## src/rtl/ifetch_unit.sv

```systemverilog
// Instruction fetch stage: a byte-addressed PC drives the instruction memory, and the
// returned word is registered into IR one cycle later. Supports stall, redirect and halt.
module ifetch_unit #(
  parameter logic [7:0] RESET_PC = 8'h00,
  parameter int         CNT_W    = 16
) (
  input  logic             CLK,
  input  logic             RESET,
  output logic [7:0]       IADDR,
  input  logic [15:0]      IDATA,
  input  logic             STALL,
  input  logic             REDIRECT,
  input  logic [7:0]       REDIRECT_PC,
  input  logic             HALT,
  output logic [15:0]      IR,
  output logic [7:0]       IR_PC,
  output logic             IR_VALID,
  output logic             ALIGN_ERR,
  output logic             HALTED,
  output logic [CNT_W-1:0] FETCH_CNT,
  output logic [1:0]       DBG_STATE
);

  typedef enum logic [1:0] {
    ST_START  = 2'd0,
    ST_RUN    = 2'd1,
    ST_HALTED = 2'd2
  } state_e;

  state_e           state_q, state_d;
  logic [7:0]       pc_q, pc_d;
  logic [15:0]      ir_q, ir_d;
  logic [7:0]       ir_pc_q, ir_pc_d;
  logic             ir_valid_q, ir_valid_d;
  logic             align_err_q, align_err_d;
  logic [CNT_W-1:0] fetch_cnt_q, fetch_cnt_d;

  // Priority inside RUN: HALT > REDIRECT > STALL > normal fetch.
  // STALL is a plain hold request; there is no handshake on the IR side.
  always_comb begin
    state_d     = state_q;
    pc_d        = pc_q;
    ir_d        = ir_q;
    ir_pc_d     = ir_pc_q;
    ir_valid_d  = ir_valid_q;
    align_err_d = 1'b0;
    fetch_cnt_d = fetch_cnt_q;

    case (state_q)
      ST_START: begin
        if (HALT) begin
          state_d    = ST_HALTED;
          ir_valid_d = 1'b0;
          ir_d       = 16'h0000;
        end else begin
          state_d = ST_RUN;
        end
      end
      ST_RUN: begin
        if (HALT) begin
          state_d    = ST_HALTED;
          ir_valid_d = 1'b0;
          ir_d       = 16'h0000;
        end else if (REDIRECT) begin
          pc_d        = {REDIRECT_PC[7:1], 1'b0};
          ir_d        = 16'h0000;
          ir_valid_d  = 1'b0;
          align_err_d = REDIRECT_PC[0];
        end else if (!STALL) begin
          ir_d       = IDATA;
          ir_pc_d    = pc_q;
          ir_valid_d = 1'b1;
          pc_d       = pc_q + 8'd2;
          if (fetch_cnt_q != {CNT_W{1'b1}}) begin
            fetch_cnt_d = fetch_cnt_q + CNT_W'(1);
          end
        end
      end
      ST_HALTED: begin
        state_d = ST_HALTED;
      end
      default: begin
        state_d = ST_START;
      end
    endcase
  end

  always_ff @(posedge CLK) begin
    if (RESET) begin
      state_q     <= ST_START;
      pc_q        <= {RESET_PC[7:1], 1'b0};
      ir_q        <= 16'h0000;
      ir_pc_q     <= 8'h00;
      ir_valid_q  <= 1'b0;
      align_err_q <= 1'b0;
      fetch_cnt_q <= '0;
    end else begin
      state_q     <= state_d;
      pc_q        <= pc_d;
      ir_q        <= ir_d;
      ir_pc_q     <= ir_pc_d;
      ir_valid_q  <= ir_valid_d;
      align_err_q <= align_err_d;
      fetch_cnt_q <= fetch_cnt_d;
    end
  end

  // IADDR comes straight from the PC register so memory sees a glitch-free address.
  assign IADDR     = pc_q;
  assign IR        = ir_q;
  assign IR_PC     = ir_pc_q;
  assign IR_VALID  = ir_valid_q;
  assign ALIGN_ERR = align_err_q;
  assign HALTED    = (state_q == ST_HALTED);
  assign FETCH_CNT = fetch_cnt_q;
  assign DBG_STATE = state_q;

endmodule

```

## config.mk

```make
export PLATFORM = sky130hd
export DESIGN_NAME = ifetch_unit
export DESIGN_NICKNAME = d
export VERILOG_FILES = /design/src/rtl/ifetch_unit.sv
export SDC_FILE = /design/constraint.sdc
export NUM_CORES = 1
export LEC_CHECK = 0
export BUFFER_PORTS_ARGS = -buffer_cell sky130_fd_sc_hd__clkbuf_2
export CORE_AREA = 2 2 73 75
export CTS_CLUSTER_DIAMETER = 40
export CTS_CLUSTER_SIZE = 20
export DETAILED_ROUTE_END_ITERATION = 8
export DIE_AREA = 0 0 75 77
export PLACE_DENSITY = 0.78
export SLEW_MARGIN = 0
export SYNTH_ARGS = -nofsm -noshare
export SYNTH_HDL_FRONTEND = slang
export SYNTH_SLANG_ARGS = --single-unit
```

## constraint.sdc

```tcl
create_clock -name CLK -period 2.8 [get_ports CLK]
set_clock_uncertainty 0.15 [all_clocks]
set_input_delay 0.28 -clock CLK [delete_from_list [all_inputs] [get_ports CLK]]
set_output_delay 0.28 -clock CLK [all_outputs]
set_load 0.1 [all_outputs]
```

# Word level (Yosys, flattened, before mapping)
# Cells that the tools add are included.
[op_classes]
reduce_logical = 7
n_lt_le_gt_ge = 0
bitwise_logic = 4
n_eq_ne = 7
div = 0
addsub = 2
n_mul = 0
n_mux = 15
shifts = 0
[ops]
columns = ["operator", "n"]
rows = [
  ["$mux 16", 4],
  ["$pmux 16 s2", 1],
  ["$add 16x1->16 const B", 1],
  ["$mux 8", 2],
  ["$ne 16x16->1 const B", 1],
  ["$add 8x2->8 const B", 1],
  ["$pmux 2 s3", 1],
  ["$reduce_and 3->1", 2],
  ["$reduce_and 5->1", 1],
  ["$mux 1", 4],
  ["$mux 2", 2],
  ["$ne 2x2->1 const B", 2],
  ["$ne 4x4->1 const B", 1],
  ["$not 1->1", 4],
  ["$reduce_and 4->1", 1],
  ["$reduce_or 4->1", 1],
  ["$eq 2x1->1 const B", 1],
  ["$eq 2x2->1 const B", 1],
  ["$logic_not 2->1", 1],
  ["$ne 2x1->1 const B", 1],
  ["$pmux 1 s2", 1],
  ["$reduce_bool 2->1", 1],
]
[totals]
n_memories = 0
mem_bits_ro = 0
out_inout_bits = 53
wordCells = 42
latchBits = 0
reg_bits = 52
input_bits = 29
ramBits = 0

# Depth between registers and ports, before layout
# Gate-level depths: netlist of run 1.
[logic_depth]
ltp_word = 4
depth_mapped = 7
ltp_nobuf = 6

# Worst setup path before layout of run 1
# Ideal clock, no wire load.
[synth_timing]
kind = "reg2reg"
from = "reg state_q[0] (netlist: DBG_STATE[0])"
to = "reg fetch_cnt_q[5] (netlist: FETCH_CNT[5])"
n_path_buf = 1
path_slack_ns = -0.060
t_required_ns = 2.529
synth_period_minus_slack_ns = 2.860
stages_incl_launch_ff = 7
arrival_ns = 2.589
path_cell_list = "dfxtp_1 -> ha_1 -> nor4b_4 -> buf_2 -> nand3_1 -> a21oi_1 -> mux2_2"
[synth_between]
elab_chain_len = 2
[synth_lines]
columns = ["element", "line", "source"]
rows = [
  ["start, declared", "30", "state_e state_q, state_d;"],
  ["start signal, assigned", "98", "state_q <= state_d;"],
  ["$eq 2x1->1", "49", "case (state_q)"],
  ["$reduce_and 5->1 (no line)", "n/a", ""],
  ["end signal, assigned", "104", "fetch_cnt_q <= fetch_cnt_d;"],
  ["end, declared", "36", "logic [CNT_W-1:0] fetch_cnt_q, fetch_cnt_d;"],
]
# Every way passes these cells.
# A chain may end at the register's enable or synchronous reset.

# Worst setup path after layout of run 1
[layout_timing]
from = "reg state_q[1] (netlist: DBG_STATE[1])"
to = "reg fetch_cnt_q[10] (netlist: FETCH_CNT[10])"
# Same word-level chain as after synthesis.

==> impl_metrics.ini, run 1 <==
[outcome]
outcome = finished clean

[sta]
finalCriticalPeriod_ps = 2470
fin_tns_setup_ps = 0
setup-violations-final = 0
max_freq_mhz = 405
relSlewSlack_pct = 43.8
fin_crit_sh_pct = 88.2
tightest_slew_ps = 843
final_max_slew_viol_count = 0
grt_setup_unrepaired = no
hold_violations = 0

[logic_synthesis]
synthCells = 295
synthFlopType = dfxtp_1
async_flop_share_pct = 0
netlist_area_sq_um = 2420
synth_top_area_cell = dfxtp_1
yosysUniqueCellTypes = 38
synth_area_per_cell_sq_um = 8.21
synth_warnings = 0
synth_area_leaders = dfxtp_1, a21oi_1, nand2_1
synth.yosys.seq_area_share_pct = 41.3
synth_edf_count = 0
yosys_register_bits = 50
yosysTopAreaCellShare_pct = 41.3

[final_layout]
layout_commonest_cell = clkbuf_2
drive_gt1_share_pct = 28.7
final_nets = 403
num_antenna_cells = 0
final_cell_mix = clkbuf_2, dfxtp_1, a21oi_1
area_delta_synth_final_pct = 22.2
finalInstanceArea_sq_um = 2960
post-route-util_pct = 59.5

[power]
irDropWorstVdd_mv = 0.239
finalPower_mw = 1.44
p_leak_nw = 1.22
p_per_area_nw_per_um2 = 485

[placed_design]
dp_hpwl_mm = 4.05
dpl_cell_area_sq_um = 2870
io_buffers = 79
place_congestion = 0.835

[clock_network]
hold_buffers = 0
insertion_delay_ps = 300
htree_levels = 2
cts_resized = 0
path_clk_slew_ps = 80
cts_tree = yes
clock_sinks = 50
clk_root_buffer_cell = clkbuf_8
cts_made_buffers = 5
postCtsSetupBuffers = 0
clockBufferDepth = 2

[global_route]
grt_start_max_net_pins = 45
grt_pass1_vias = 2054
grtUsageTotal_pct = 19.5
grt_pass1_wl_mm = 9.10
antenna_found_initial = 0
overflow = 0

[floorplan]
initial_core_util_pct = 48.7
rows = 26
die_area_sq_um = 5780
io_pins = 82
fp.dieH_um = 77
core_area_sq_um = 4980
die_x_um = 75

[detailed_routing]
vias = 2384
wl_per_cell_um = 12.8
first_pass_iters = 4
drtAntennaViolNets = 0
drc = 0
first_iter_violations = 151
wl_mm = 5.63
via_per_inst = 5.43

[worst_hold_path]
min_delay_path_depth = 3
hold_class = in2reg

[critical_path]
crit_required_ps = 2870
critPathCaptureType = register
worstSetupPathType = reg2reg
cp_max_fo = 9
r2r_cells = 6
start_kind = register
crit_arrival_ps = 2540

[flow_run]
maxCapViolCount = 0
## per-stage QoR
stage | hold slack [ps] | instances | setup slack (ps)
4_1_cts | 28.4 | 439 | 339
5_1_grt | 44.6 | 439 | 147
3_5_place_dp | 304 | 431 | 368
3_3_place_gp | 297 | 431 | 423
6_report | 38.1 | 439 | 331
2_1_floorplan | 202 | 296 | 133
## cells in the mapped netlist, drive strengths merged (6+ instances only)
cell type and count:
dfxtp 50, nor2 17, clkbuf 15, nand2 34, inv 8, ha 6
mux2 7, o21ai 23, a21oi 47, nor2b 8, o31ai 6, nand3 7
nand4 18
## critical path: stages (launching register included)
cell and delay (ps):
dfxtp_1 350, inv_1 90, ha_1 290, nor4b_4 540, nand3_1 360, or4_1 480, a21oi_1 140
## final timing paths
path                            slack, ps            end            from
worst max-delay path                  330  FETCH_CNT[10]    DBG_STATE[1]
worst min-delay path                   40      ALIGN_ERR  REDIRECT_PC[0]
worst max register to register        330  FETCH_CNT[10]    DBG_STATE[1]
worst min register to register        320       IR_PC[6]        IR_PC[6]
## state kept, by name (all words and copies together), names as in the netlist
name / cells
ALIGN_ERR: 1
DBG_STATE: 2
FETCH_CNT: 16
IADDR: 7
IR: 16
IR_PC: 7
IR_VALID: 1
## layout make-up
| class | instances | area, sq um |
|---|---|---|
| Multi-Input combinational cell | 219 | 1320 |
| Inverter | 8 | 30.0 |
| Sequential cell | 50 | 1000 |
| Clock buffer | 7 | 86.3 |
| Tap cell | 70 | 87.6 |
| Fill cell | 473 | 2020 |
| Timing Repair Buffer | 84 | 433 |
| Clock inverter | 1 | 5.00 |
## cell families (layout without fill, tap and decap cells)
family,after synthesis,count (layout),share of synthesized area (%)
fa+ha+maj,6,6,3.10
other cells,1,2,0.155
buf+inv,27,100,4.54
flops,50,50,41.3
mux,10,10,4.49
simple gates,112,112,25.7
compound gates,89,89,20.7
## power by group
group / total [mW] / internal [mW] / leakage (nW) / switching [mW]
sequential: 0.732 / 0.720 / 0.404 / 0.0116
clock: 0.423 / 0.200 / 0.0482 / 0.224
combinational: 0.281 / 0.0670 / 0.772 / 0.214
## routing by layer
| layer | GRT usage [%] | wire [um] | part of all wire (%) |
|---|---|---|---|
| met1 | 25.5 | 2590 | 46 |
| met2 | 31.0 | 2670 | 47 |
| met3 | 4.60 | 305 | 5.4 |
| met4 | 6.61 | 68 | 1.2 |
| met5 | 0 | 0 | 0 |
Note: power is estimated with default switching activity, not from simulation.
==> inputs of run 2 (changes only) <==
--- a/config.mk
+++ b/config.mk
@@ -12,7 +12,7 @@
 export DETAILED_ROUTE_END_ITERATION = 8
 export DIE_AREA = 0 0 75 77
 export PLACE_DENSITY = 0.78
-export SLEW_MARGIN = 0
+export RECOVER_POWER = 50
 export SYNTH_ARGS = -nofsm -noshare
 export SYNTH_HDL_FRONTEND = slang
 export SYNTH_SLANG_ARGS = --single-unit
==> run 2 against run 1 <==
Hold slack barely moved; cell area fell by 2.0%; worst setup slack got worse by 8.9 ps; count of clock-buffer cells in the layout did not move; largest cell class unchanged; largest power group unchanged; via count rose by 0.42%.
==> impl_metrics.ini, run 2 (synthesis gave the netlist of run 1 again) <==
[outcome]
outcome = finished clean

[placed_design]
place_congestion = 0.835
dp_hpwl_mm = 4.05
place_inst = 431
io_buffers = 79

[detailed_routing]
wl_met2_mm = 2.67
first_pass_iters = 4
wl_per_cell_um = 12.9
first_iter_violations = 120
drc = 0
wl_met1_mm = 2.61
routed.top_layer = met4
wl_met3_um = 321
drtAntennaViolNets = 0
via_per_inst = 5.45
wl_mm = 5.68
vias = 2394

[sta]
tightest_slew_ps = 1200
grt_setup_unrepaired = no
relSlewSlack_pct = 20.5
final_max_slew_viol_count = 0
max_freq_mhz = 404
hold_violations = 0
fin_crit_sh_pct = 88.5
finalCriticalPeriod_ps = 2480
fin_tns_setup_ps = 0
setup-violations-final = 0

[floorplan]
fp.dieH_um = 77
core_area_sq_um = 4980
die_area_sq_um = 5780
rows = 26
initial_core_util_pct = 48.7
io_pins = 82
die_x_um = 75

[clock_network]
cts_resized = 0
hold_buffers = 0
cts_made_buffers = 5
path_clk_slew_ps = 80
postCtsSetupBuffers = 0
cts_tree = yes
clock_sinks = 50
clockBufferDepth = 2
clk_root_buffer_cell = clkbuf_8
htree_levels = 2
insertion_delay_ps = 300

[global_route]
grt_pass1_wl_mm = 9.10
grtUsageTotal_pct = 19.5
overflow = 0
antenna_found_initial = 0
grt_pass1_vias = 2054
grt_start_max_net_pins = 45

[critical_path]
crit_required_ps = 2870
crit_arrival_ps = 2550
start_kind = register
critPathCaptureType = register
cp_max_fo = 9
rrSetupSlack_ps = 320
worstSetupPathType = reg2reg

[final_layout]
final_cell_mix = dfxtp_1, a21oi_1, clkbuf_1
post-route-util_pct = 58.3
stdcell_count = 439
drive_gt1_share_pct = 16.5
final_nets = 403
layout_commonest_cell = dfxtp_1
num_antenna_cells = 0
multi_input_area_sq_um = 1320
area_delta_synth_final_pct = 19.7
n_fill_cell = 498
register_area_sq_um = 1000

[power]
p_leak_nw = 1.07
p_per_area_nw_per_um2 = 494
irDropWorstVdd_mv = 0.238
finalPower_mw = 1.43

[flow_run]
maxCapViolCount = 0

[worst_hold_path]
hold_class = in2reg
run 2: cell count changes in the layout (fill, tap and decap cells not counted), sizes merged:
cell / delta
buf: -1
clkbuf: +1
run 2: cell type report:
type	instances	area share, %
Clock buffer	7	2.98
Clock inverter	1	0.173
Inverter	8	1.04
Multi-Input combinational cell	219	45.3
Sequential cell	50	34.6
Tap cell	70	3.02
Timing Repair Buffer	84	12.9
run 2: report_power, final:
group / total, mW / internal (mW) / switching (mW)
logic: 0.277 / 0.0631 / 0.214
registers: 0.732 / 0.720 / 0.0116
clock network: 0.424 / 0.200 / 0.225
run 2: metal layers:
metal / GRT usage (%) / vias up
met3: 4.60 / 6
met1: 25.5 / 1106
li1: - / 1206
met2: 31.0 / 76
met4: 6.61 / 0
met5: 0 / -
run 2: final timing paths:
check,from,cells after the start,end
worst max register to register,DBG_STATE[1],6,FETCH_CNT[10]
worst min register to register,IR_PC[6],2,IR_PC[6]
worst min-delay path,REDIRECT_PC[0],3,ALIGN_ERR
worst max-delay path,DBG_STATE[1],6,FETCH_CNT[10]
run 2: through the flow:
stage               setup WS (ps)  instance area [sq um]  hold WS [ps]
finish                        322                   2900          38.3
global route                  148                   2900          44.6
CTS                           339                   2960          28.4
detailed placement            368                   2870           304
global placement              423                   2870           297
floorplan                     133                   2430           202
run 2: worst max-delay path, stage by stage (launching register included):
cell and delay (ps):
dfxtp_1 350, inv_1 90, ha_1 290, nor4b_4 550, nand3_1 360, or4_1 480
a21oi_1 140
==> inputs of run 3 (changes only) <==
==> constraint.sdc (replaced) <==
create_clock -name CLK -period 2.35 [get_ports CLK]
set_clock_uncertainty 0.15 [all_clocks]
set_input_delay 0.235 -clock CLK [delete_from_list [all_inputs] [get_ports CLK]]
set_output_delay 0.235 -clock CLK [all_outputs]
set_load 0.1 [all_outputs]
==> run 3 against run 2 <==
Die area unchanged; core utilization increased by 1.7 points; largest power group unchanged; critical path type unchanged; sequential share of layout area fell by 0.20 points; critical path depth stayed put.
==> impl_metrics.ini, run 3 (synthesis gave the netlist of run 1 again) <==
[outcome]
outcome = finished clean

[placed_design]
place_congestion = 0.806
io_buffers = 79
dp_hpwl_mm = 4.27

[sta]
hold_violations = 0
grt_setup_unrepaired = no
tightest_slew_ps = 1200
setup-violations-final = 0
fin_crit_sh_pct = 91.8
fin_tns_setup_ps = 0
finalCriticalPeriod_ps = 2160
max_freq_mhz = 464
whs_ps = 10.0
relSlewSlack_pct = 20.4
final_max_slew_viol_count = 0

[clock_network]
cts_tree = yes
postCtsSetupBuffers = 0
path_clk_slew_ps = 90
clock_sinks = 50
clk_root_buffer_cell = clkbuf_8
cts_resized = 0
htree_levels = 2
cts_made_buffers = 5
insertion_delay_ps = 300
clockBufferDepth = 2

[global_route]
grt_start_max_net_pins = 43
antenna_found_initial = 0
grt_pass1_wl_mm = 10.0
grtUsageTotal_pct = 21.7
overflow = 0
grt_pass1_vias = 2248

[detailed_routing]
drtAntennaViolNets = 0
first_pass_iters = 5
via_per_inst = 5.43
vias = 2420
wl_per_cell_um = 13.4
first_iter_violations = 137
wl_mm = 5.97
drc = 0

[critical_path]
cpPeakStageDelay_ps = 470
cp_max_fo = 8
start_kind = register
cp_top_family = simple AND/OR/NAND/NOR gates
path_buf_inv = 1
worstPathCellList = inv_1 -> ha_1 -> nor4b_4 -> nand3_1 -> or4_1 -> a21oi_1
crit_required_ps = 2420
critPathCaptureType = register
crit_arrival_ps = 2230
critPathSlowestCell = or4_1
worstSetupPathType = reg2reg

[final_layout]
final_cell_mix = clkbuf_1, a21oi_1, nand2_1
layout_commonest_cell = clkbuf_1
area_delta_synth_final_pct = 23.1
num_antenna_cells = 0
final_nets = 410
drive_gt1_share_pct = 20.7

[worst_hold_path]
hold_class = in2reg

[floorplan]
initial_core_util_pct = 48.7
core_area_sq_um = 4980
fp.dieH_um = 77
die_area_sq_um = 5780
die_x_um = 75
rows = 26
io_pins = 82

[power]
p_per_area_nw_per_um2 = 581
irDropWorstVdd_mv = 0.509
finalPower_mw = 1.73
p_leak_nw = 1.10

[flow_run]
maxCapViolCount = 0
[run 3: cell count changes in the layout (fill, tap and decap cells not counted), sizes merged]
cell,change
dlygate4sd3,+4
buf,+3
[run 3: worst reg2reg max path, stage by stage, from the launching register on]
cell	delay (ps)
dfxtp_2	350
inv_1	70
ha_1	170
nor4b_4	410
nand3_1	310
or4_1	470
a21oi_1	140
[run 3: timing repair]
item | CTS | global route
setup endpoints to repair | 0 | 0
endpoints found under the hold margin | 4 | 0
hold buffers | 4 | 0
[run 3: final cells by class]
type                       instances  area (sq um)
fill                             502          1990
multi-input combinational        219          1320
sequential                        50          1020
timing repair buffer              91           434
tap                               70          87.6
clock buffer                       7          86.3
inverter                           8          30.0
clock inverter                     1          5.00
[run 3: worst paths after layout]
kind	from	to	slack, ps	depth (start not counted)
hold / removal	IDATA[0]	IR[0]	10	3
setup reg to reg	DBG_STATE[1]	FETCH_CNT[14]	190	6
setup / recovery	DBG_STATE[1]	FETCH_CNT[14]	190	6
hold reg to reg	IR_PC[2]	IR_PC[2]	320	2
[run 3: power by group]
part / switching (mW) / total (mW) / internal (mW) / leakage, nW
Sequential: 0.0139 / 0.873 / 0.859 / 0.412
Combinational: 0.263 / 0.348 / 0.0853 / 0.642
Clock: 0.275 / 0.513 / 0.238 / 0.0482
Total: 0.552 / 1.73 / 1.18 / 1.10
[run 3: routing by layer]
metal | wire (um) | track usage [%] | up-vias | part of all wire, %
met5 | 0 | 0 | - | 0
met4 | 112 | 9.64 | 0 | 1.9
met3 | 256 | 3.02 | 9 | 4.3
met2 | 2780 | 33.5 | 64 | 46
met1 | 2820 | 29.5 | 1121 | 47
li1 | - | - | 1226 | -
[run 3: metrics by stage]
| step | utilization [%] | setup slack, ps | instances | cell area (sq um) |
|---|---|---|---|---|
| CTS | 61.2 | 203 | 446 | 3040 |
| detailed placement | 58.5 | 223 | 434 | 2910 |
| global placement | 58.5 | 283 | 434 | 2910 |
| finish | 59.9 | 194 | 446 | 2980 |
| floorplan | - | 4.03 | 296 | 2450 |
| global route | 59.9 | 3.10 | 446 | 2980 |
